File: config.mk
export PLATFORM = sky130hd
export DESIGN_NAME = c_multi_hot_err_monitor_flat
export DESIGN_NICKNAME = d
export VERILOG_FILES = /design/src/rtl/c_multi_hot_err_monitor_if.sv /design/src/rtl/c_multi_hot_err_monitor.sv /design/src/flat_wrapper.sv
export SDC_FILE = /design/constraint.sdc
export NUM_CORES = 1
export LEC_CHECK = 0
export CORE_AREA = 2 2 59 61
export CTS_BUF_LIST = sky130_fd_sc_hd__clkbuf_8
export CTS_CLUSTER_SIZE = 25
export DETAILED_ROUTE_END_ITERATION = 6
export DIE_AREA = 0 0 61 63
export DONT_BUFFER_PORTS = 1
export SYNTH_ARGS = -nofsm -noshare
export SYNTH_HDL_FRONTEND = slang
export SYNTH_HIERARCHICAL = 1
export SYNTH_SLANG_ARGS = --single-unit
File: constraint.sdc
create_clock -name clk -period 2.49 [get_ports clk]
set_clock_uncertainty 0.15 [all_clocks]
set_input_delay 0 -clock clk [delete_from_list [all_inputs] [get_ports clk]]
set_output_delay 0 -clock clk [all_outputs]
set_load 0.1 [all_outputs]
File: src/rtl/c_multi_hot_err_monitor_if.sv
// Purpose: bundles the monitored vector, its qualifier/clear controls and the
//          monitor status outputs of c_multi_hot_err_monitor.
// Signals:
//   active       - data is meaningful this cycle
//   data         - monitored vector, [0:width-1], bit 0 is the MSB
//   clear        - synchronous clear of sticky/count/capture state
//   error_pulse  - one-cycle pulse per detected violation
//   error_sticky - set on first violation, held until clear
//   error_count  - saturating violation count
//   cap_data     - first offending vector since reset/clear
//   cap_valid    - cap_data holds a captured vector
//   saturated    - error_count is all ones
// Modports: master drives the vector and controls; slave is the monitor.
interface c_multi_hot_err_monitor_if #(
    parameter int unsigned width     = 5,
    parameter int unsigned cnt_width = 8
);
    logic                 active;
    logic [0:width-1]     data;
    logic                 clear;
    logic                 error_pulse;
    logic                 error_sticky;
    logic [cnt_width-1:0] error_count;
    logic [0:width-1]     cap_data;
    logic                 cap_valid;
    logic                 saturated;

    modport master (
        output active, data, clear,
        input  error_pulse, error_sticky, error_count, cap_data, cap_valid, saturated
    );

    modport slave (
        input  active, data, clear,
        output error_pulse, error_sticky, error_count, cap_data, cap_valid, saturated
    );
endinterface

File: src/rtl/c_multi_hot_err_monitor.sv
// Purpose: c_multi_hot_det flags a vector with more than one bit set;
//          c_multi_hot_err_monitor registers a one-hot control vector, detects
//          multi-hot (optionally zero-hot) violations two cycles later, keeps a
//          saturating error count, a sticky flag and a capture of the first
//          offending vector.
// Ports (c_multi_hot_err_monitor):
//   clk     - rising-edge clock
//   reset_n - asynchronous active-low reset
//   bus     - slave modport of c_multi_hot_err_monitor_if (vector, controls, status)

// Combinational multi-hot detector over a [0:width-1] vector.
module c_multi_hot_det #(
    parameter int unsigned width = 5
) (
    input  logic [0:width-1] data,
    output logic             multi_hot_c
);
    logic seen;

    // Running OR of earlier bits; a set bit after any earlier set bit is multi-hot.
    always_comb begin
        seen        = 1'b0;
        multi_hot_c = 1'b0;
        for (int i = 0; i < int'(width); i++) begin
            multi_hot_c = multi_hot_c | (seen & data[i]);
            seen        = seen | data[i];
        end
    end
endmodule

module c_multi_hot_err_monitor #(
    parameter int unsigned width      = 5,
    parameter int unsigned cnt_width  = 8,
    parameter int unsigned check_zero = 0
) (
    input  logic                      clk,
    input  logic                      reset_n,
    c_multi_hot_err_monitor_if.slave  bus
);
    localparam logic                 zero_chk = (check_zero != 0);
    localparam logic [cnt_width-1:0] cnt_max  = '1;
    localparam logic [cnt_width-1:0] cnt_one  = cnt_width'(1);

    typedef enum logic [1:0] {
        st_ok  = 2'd0,
        st_err = 2'd1,
        st_sat = 2'd2
    } state_t;

    state_t               state_q, state_d;
    logic                 active_q;
    logic [0:width-1]     data_q;
    logic [cnt_width-1:0] count_q, count_d, count_inc_c;
    logic [0:width-1]     cap_data_q, cap_data_d;
    logic                 cap_valid_q, cap_valid_d;
    logic                 pulse_q;
    logic                 sticky_q;
    logic                 sat_q;
    logic                 multi_hot_c;
    logic                 viol_c;

    c_multi_hot_det #(.width(width)) u_det (
        .data        (data_q),
        .multi_hot_c (multi_hot_c)
    );

    // Stage-2 violation decision on the registered vector.
    assign viol_c      = active_q & (multi_hot_c | (zero_chk & ~(|data_q)));
    assign count_inc_c = count_q + cnt_one;

    // Next state, count and capture; clear overrides any concurrent violation.
    always_comb begin
        state_d     = state_q;
        count_d     = count_q;
        cap_data_d  = cap_data_q;
        cap_valid_d = cap_valid_q;
        if (bus.clear) begin
            state_d     = st_ok;
            count_d     = '0;
            cap_data_d  = '0;
            cap_valid_d = 1'b0;
        end else if (viol_c) begin
            unique case (state_q)
                st_ok: begin
                    count_d     = cnt_one;
                    cap_data_d  = data_q;
                    cap_valid_d = 1'b1;
                    state_d     = (cnt_max == cnt_one) ? st_sat : st_err;
                end
                st_err: begin
                    count_d = count_inc_c;
                    state_d = (count_inc_c == cnt_max) ? st_sat : st_err;
                end
                st_sat: begin
                    count_d = cnt_max;
                end
                default: begin
                    state_d = st_ok;
                end
            endcase
        end
    end

    // Stage-1 capture, FSM state and registered status outputs.
    always_ff @(posedge clk or negedge reset_n) begin
        if (!reset_n) begin
            active_q    <= 1'b0;
            data_q      <= '0;
            state_q     <= st_ok;
            count_q     <= '0;
            cap_data_q  <= '0;
            cap_valid_q <= 1'b0;
            pulse_q     <= 1'b0;
            sticky_q    <= 1'b0;
            sat_q       <= 1'b0;
        end else begin
            active_q    <= bus.active;
            data_q      <= bus.data;
            state_q     <= state_d;
            count_q     <= count_d;
            cap_data_q  <= cap_data_d;
            cap_valid_q <= cap_valid_d;
            pulse_q     <= viol_c;
            sticky_q    <= (state_d != st_ok);
            sat_q       <= (state_d == st_sat);
        end
    end

    assign bus.error_pulse  = pulse_q;
    assign bus.error_sticky = sticky_q;
    assign bus.error_count  = count_q;
    assign bus.cap_data     = cap_data_q;
    assign bus.cap_valid    = cap_valid_q;
    assign bus.saturated    = sat_q;
endmodule

File: src/flat_wrapper.sv
// flat-port wrapper written by rule: the top's interface ports become plain ports
module c_multi_hot_err_monitor_flat 
#(
    parameter int unsigned width      = 5,
    parameter int unsigned cnt_width  = 8,
    parameter int unsigned check_zero = 0
)
  (clk, reset_n, bus_active, bus_data, bus_clear, bus_error_pulse, bus_error_sticky, bus_error_count, bus_cap_data, bus_cap_valid, bus_saturated);
  c_multi_hot_err_monitor_if #(.width(width), .cnt_width(cnt_width)) bus_i ();
  input  logic clk;
  input  logic reset_n;
  input wire logic [$bits(bus_i.active)-1:0] bus_active;
  input wire logic [$bits(bus_i.data)-1:0] bus_data;
  input wire logic [$bits(bus_i.clear)-1:0] bus_clear;
  output wire logic [$bits(bus_i.error_pulse)-1:0] bus_error_pulse;
  output wire logic [$bits(bus_i.error_sticky)-1:0] bus_error_sticky;
  output wire logic [$bits(bus_i.error_count)-1:0] bus_error_count;
  output wire logic [$bits(bus_i.cap_data)-1:0] bus_cap_data;
  output wire logic [$bits(bus_i.cap_valid)-1:0] bus_cap_valid;
  output wire logic [$bits(bus_i.saturated)-1:0] bus_saturated;
  assign bus_i.active = bus_active;
  assign bus_i.data = bus_data;
  assign bus_i.clear = bus_clear;
  assign bus_error_pulse = bus_i.error_pulse;
  assign bus_error_sticky = bus_i.error_sticky;
  assign bus_error_count = bus_i.error_count;
  assign bus_cap_data = bus_i.cap_data;
  assign bus_cap_valid = bus_i.cap_valid;
  assign bus_saturated = bus_i.saturated;
  c_multi_hot_err_monitor #(.width(width), .cnt_width(cnt_width), .check_zero(check_zero)) u_core (.clk(clk), .reset_n(reset_n), .bus(bus_i));
endmodule
### Yosys cells after proc, flatten, opt, wreduce, memory -nomap -nowiden

Index checks and enable logic that the tools add are counted.

| word-level totals | value |
|---|---|
| register bits | 25 |
| latch bits | 0 |
| RAM bits | 0 |
| memory bits (read-only) | 0 |
| word-level logic and storage cells | 45 |
| memories kept | 0 |

| operators by class | value |
|---|---|
| $add $sub $neg | 1 |
| $mul | 0 |
| divide/modulo/power cells | 0 |
| magnitude comparators | 0 |
| equal/unequal tests | 4 |
| shift-type cells | 0 |
| multiplexer cells | 13 |
| bitwise logic cells | 11 |
| reductions and logical operators | 7 |

Operator list:

| kind | number |
|---|---|
| 8-bit case mux with 3 select lines | 1 |
| 8-bit two-way mux | 2 |
| 5-bit two-way mux | 3 |
| 8-bit by 1-bit adder with 8-bit output, second input constant | 1 |
| 8-bit == test, second input constant | 1 |
| 2-bit two-way mux | 3 |
| 1-bit bitwise OR | 6 |
| 2-bit case mux with 3 select lines | 1 |
| 2-bit nonzero test | 3 |
| 1-bit AND | 5 |
| 2-bit == test, second input constant | 2 |
| 2-bit AND reduction | 2 |
| 4-bit nonzero test | 1 |
| 1-bit two-way mux | 3 |
| 2-bit by 1-bit == test with 1-bit output, second input constant | 1 |
| 2-bit zero test | 1 |

### Longest topological paths before layout

| depth | value |
|---|---|
| depth after elaboration | 9 |
| depth in mapped cells | 9 |
| depth with buffers taken out | 8 |

### Hierarchy

Netlist, hierarchy kept.

By module, submodules not included:

| module | times used | cells an instance | area an instance (um^2) |
|---|---|---|---|
| c_multi_hot_err_monitor | 1 | 126 | 1,198.6 |
| c_multi_hot_det | 1 | 3 | 31.3 |

### Worst setup path before layout

OpenSTA, ideal clock, no wires.

| path | value |
|---|---|
| path type | reg2reg |
| start | reg u_core.count_q[1] (netlist: u_core/bus.error_count[1]) |
| end | reg u_core.sticky_q (netlist: u_core/bus.error_sticky) |
| arrival time | 2,311 ps |
| required time | 2,215 ps |
| slack | -96 ps |
| stages on the path, launching flop included | 7 |
| path through | dfrtp_1 -> ha_1 -> xnor2_1 -> or3_4 -> a2111oi_4 -> a211oi_2 -> nand2b_1 |

| between the ends | value |
|---|---|
| cells in the longest elaborated chain, start to end | 7 |

Ends and longest elaborated chain:

| element | line | text |
|---|---|---|
| start: declaration | c_multi_hot_err_monitor.sv:53 | `logic [cnt_width-1:0] count_q, count_d, count_inc_c;` |
| start signal: assignment | c_multi_hot_err_monitor.sv:120 | `count_q <= count_d;` |
| 8-bit by 1-bit adder with 8-bit output | c_multi_hot_err_monitor.sv:69 | `assign count_inc_c = count_q + cnt_one;` |
| 8-bit == test | c_multi_hot_err_monitor.sv:92 | `state_d = (count_inc_c == cnt_max) ? st_sat : st_err;` |
| 2-bit two-way mux | c_multi_hot_err_monitor.sv:92 |  |
| 2-bit case mux with 3 select lines | c_multi_hot_err_monitor.sv:83 | `unique case (state_q)` |
| 2-bit two-way mux | c_multi_hot_err_monitor.sv:82 | `end else if (viol_c) begin` |
| 2-bit two-way mux | c_multi_hot_err_monitor.sv:77 | `if (bus.clear) begin` |
| net u_core.state_d[0] | c_multi_hot_err_monitor.sv:50 | `state_t state_q, state_d;` |
| 2-bit nonzero test | c_multi_hot_err_monitor.sv:124 | `sticky_q <= (state_d != st_ok);` |
| end signal: assignment | c_multi_hot_err_monitor.sv:124 |  |
| end: declaration | c_multi_hot_err_monitor.sv:57 | `logic sticky_q;` |

The timed path passes the listed nets, and every way through them passes these cells.
A chain may end at the register's enable or synchronous reset.

### Worst setup path after layout

| path | value |
|---|---|
| start | reg u_core.state_q[0] |
| end | reg u_core.sticky_q (netlist: u_core/bus.error_sticky) |

| between the ends | value |
|---|---|
| cells in the longest elaborated chain, start to end | 5 |
| elaborated cells on any way between the ends | 7 |
| those cells by class | 2 x eq/ne; 3 x mux; 2 x reduce/logical |

Ends and longest elaborated chain:

| element | line | text |
|---|---|---|
| start: declaration | c_multi_hot_err_monitor.sv:50 |  |
| start signal: assignment | c_multi_hot_err_monitor.sv:109 | `state_q <= st_ok;` |
| start signal: assignment | c_multi_hot_err_monitor.sv:119 | `state_q <= state_d;` |
| 2-bit == test, or another cell as far along | c_multi_hot_err_monitor.sv:83 |  |
| 2-bit case mux with 3 select lines | c_multi_hot_err_monitor.sv:83 |  |
| 2-bit two-way mux * | c_multi_hot_err_monitor.sv:82 |  |
| 2-bit two-way mux * | c_multi_hot_err_monitor.sv:77 |  |
| net u_core.state_d[0] | c_multi_hot_err_monitor.sv:50 |  |
| 2-bit nonzero test * | c_multi_hot_err_monitor.sv:124 |  |

Mark *: on every way through the listed nets, which the timed path passes. The rest lies on a longest branch.

==> flow_results.org <==
** Outcome
- The flow ran to the end, and the final reports show no timing, DRC or antenna violations.

** Critical path
- Along the worst path, the maximum fanout reaches 9.
- Nature of the critical path startpoint :: flip-flop
- Worst R2R Path Depth :: 7
- Worst reg2reg path endpoint :: u_core/bus.error_sticky
- STA classifies the critical path endpoint as a flip-flop.
- For the worst setup path, the data arrival time is approximately 2.3 ns.
- Critical path class :: reg2reg
- Launching point of the worst reg2reg path :: u_core/state_q[0]
- Setup slack on the worst reg-to-reg path comes out at 0.20 ns.
- Data required time at the worst endpoint :: 2.50 ns

** Synth
- In this run the cell area of the synthesized design comes to roughly 1200 um2.
- The number of different library cells used by synthesis comes to 29.
- Number of register bits inferred by synthesis :: 25
- Synthesis handed over a netlist of 129 instances.
- Sequential cells were found to cover just over 50% of the synthesized design area.
- Synthesis produced a netlist with a net count of 144.
- During synthesis, Yosys emitted a total of 6 warnings.
- A synthesized cell averages ~9.5 um2.

** Flow run
- Across the run, the number of max-cap violations was 0.

** Finish
- Fillers :: approximately 320
- Synthesis-to-layout area growth :: 27.06%
- The top cell types in the final layout, fill and taps aside, are dfrtp_1, buf_4, nand2_1, nor2_1, a21oi_1.
- Most common cell after layout, fill and taps aside :: dfrtp_1
- Share of layout cells above drive strength 1 :: 17.42%
- Ant. Diodes :: 0
- After the last flow step, the layout net total stands at 171.

** Timing
- Fmax :: ~0.44 GHz
- Transition time at the pin with the least slew margin :: roughly 0.9 ns
- Max-Slew Margin vs Limit :: a little over two fifths
- Setup violations remaining at the end of the flow were counted as 0.
- Final count of hold timing violations :: 0
- The smallest clock period supported by the final layout is computed as 2.288 ns.
- Max-slew violations :: 0
- Worst Hold Slack :: 0.04128 ns
- The worst path uses approximately nine tenths of the clock period.
- Setup repair after global routing left no endpoint under its margin.
- Total negative setup slack :: 0 ns

** Hold path
- The worst hold path belongs to the class in2reg.
- Hold depth :: 2
- Hold endpoint :: u_core/bus.error_count[3]
- Worst hold start :: bus_clear

** Placed design
- GP Congestion :: between 0.8 and 0.9
- Count of port buffers added during placement :: 0
- Dpl hpwl :: around 1.8 mm

** Floorplanning
- I/O pins :: 26
- Core area :: between 3000 and 4000 um2
- Measured along the y axis, the die boundary spans between 60 and 70 um.
- Die area :: approximately 3800 um2
- The die is 61 um wide.
- The floorplan has 21 rows.
- The initial utilization of the core area, before any placement, comes to between 30% and 40%.

** Global route
- Total congestion overflow after global routing :: 0
- Global routing usage summed across all routing layers :: ~16%
- Maximum number of pins on one net before global-route repair :: 21
- The number of global-route vias before repair came to about 1000.
- The initial antenna violation count is 0.
- The first global-routing pass estimated ~4.6 mm of wire.

** Clock network
- Total number of clock tree sinks :: 25
- Clock tree from TritonCTS :: done
- Clock root buffer master :: clkbuf_8
- TritonCTS created 3 clock buffers.
- No sink is reached through more buffers than the 2 on the longest clock path.
- Post-CTS Setup Inserts :: 0
- Later-pin clock latency in the skew report :: 0.28 ns
- In this run the number of H-tree levels came out at 1.
- Clock-pin slew was measured on the worst setup and hold paths at around 0.09 ns.

** Detailed routing
- In the routed design, unresolved DRC markers number 0.
- Detail-routed net length per standard cell :: 13.36 um
- Dividing the detail-routed via count by the number of cells gives roughly 5.
- Vias :: between 1000 and 1500
- Final ANT Viol Nets :: 0
- In this run, the number of DRC markers left after iteration 0 of detailed routing was 43.
- The routed design has between 2 and 3 mm of wire.
- The first detailed-routing pass took 4 iterations.

** Pwr
- VDD IR-drop max :: about 330 uV
- Power per cell area :: 563.1 nW/um2
- Overall power consumption after layout is estimated at about 0.9 mW.
- Summed over all cells, the static leakage comes to 0.6990 nW.
==> cells in the mapped netlist (all sizes together) <==
| master | instances | area share, % |
|---|---|---|
| dfrtp | 25 | 51 |
| o21ai | 15 | 6.1 |
| nand2 | 14 | 4.3 |
| nor2 | 14 | 4.3 |
| a21oi | 11 | 4.5 |
| inv | 8 | 2.4 |
| nand3 | 8 | 3.3 |
| ha | 6 | 6.1 |
| clkbuf | 4 | 1.2 |
| a211oi | 3 | 2.2 |
| nor3 | 3 | 1.2 |
| nor2b | 2 | 1.0 |
| or3 | 2 | 1.4 |
| xor2 | 2 | 1.4 |
| a2111o | 1 | 0.92 |
| a2111oi | 1 | 2.2 |
| a21o | 1 | 0.61 |
| a31oi | 1 | 0.51 |
| a32oi | 1 | 0.71 |
| a41oi | 1 | 0.71 |
| buf | 1 | 0.41 |
| maj3 | 1 | 0.92 |
| nand2b | 1 | 0.51 |
| nand4b | 1 | 0.71 |
| o31a | 1 | 0.71 |
| xnor2 | 1 | 0.71 |
==> sequential cells by signal, indices dropped and copies added, names as in the netlist <==
name	count
u_core/bus.error_count	8
u_core/state_q	2
u_core/bus.cap_data	5
u_core/bus.saturated	1
u_core/active_q	1
u_core/bus.error_pulse	1
u_core/bus.error_sticky	1
u_core/bus.cap_valid	1
u_core/data_q	5
==> power by group <==
| group | switching (mW) | internal (mW) |
|---|---|---|
| registers | 0.0328 | 0.423 |
| clock network | 0.137 | 0.117 |
| logic | 0.121 | 0.0479 |
| total | 0.292 | 0.588 |
==> cells by family (layout without fill, tap and decap cells) <==
logic type	after synthesis	in the layout	synth area share, %
XOR/XNOR	3	3	2.137
adder cells (fa/ha/maj)	7	7	7.019
flip-flops	25	25	50.86
AND/OR/NAND/NOR	45	45	16.68
AO/OA/AOI/OAI	36	36	19.23
buffers and inverters	13	39	4.069
==> worst max path at each step <==
stage	start	end	slack, ns
after CTS	reset_n	u_core/bus.error_count[0]	0.11
after floorplan	u_core/bus.error_count[2]	u_core/bus.error_sticky	0.12
after global routing	u_core/state_q[0]	u_core/bus.error_count[7]	0.02
after detailed placement	u_core/state_q[0]	u_core/bus.error_sticky	0.26
after global placement	u_core/state_q[0]	u_core/bus.error_sticky	0.35
final	u_core/state_q[0]	u_core/bus.error_sticky	0.20
==> layer usage <==
layer  part of all wire [%]  GRT usage [%]
met1                     41          19.27
met2                     50          26.34
met3                    6.0          3.520
met4                    2.2          5.707
met5                      0              0
==> critical path, cell delays in order (launching register included) <==
cell and delay, ns:
dfrtp_1 0.50, inv_1 0.12, ha_1 0.35, inv_1 0.17, o21ai_0 0.19, a2111oi_4 0.41
a211oi_2 0.13, nand2b_1 0.16
==> area by class of cell <==
| class | instances | area [um2] | share of cell area, % |
|---|---|---|---|
| Timing Repair Buffer | 27 | 242.7 | 15.53 |
| Clock buffer | 3 | 41.29 | 2.642 |
| Multi-Input combinational cell | 91 | 554.3 | 35.47 |
| Tap cell | 46 | 57.56 | 3.683 |
| Inverter | 8 | 30.03 | 1.922 |
| Clock inverter | 1 | 8.758 | 0.5604 |
| Sequential cell | 25 | 628.1 | 40.19 |
==> what timing repair did <==
item / CTS / global route
hold endpoints to repair: 47 / 0
hold buffers: 11 / 0
resized for setup: 0 / 1
endpoints found under the setup margin: 0 / 20
==> metrics by stage <==
step	util, %	cells	setup slack (ns)	cell area [um2]
2_1_floorplan	-	129	0.1165	1232
3_3_place_gp	43.01	186	0.3500	1390
3_5_place_dp	43.01	186	0.2571	1390
4_1_cts	48.28	201	0.1067	1560
5_1_grt	48.35	201	0.02054	1563
6_report	48.35	201	0.2020	1563
Note: power is estimated with default switching activity, not from simulation.
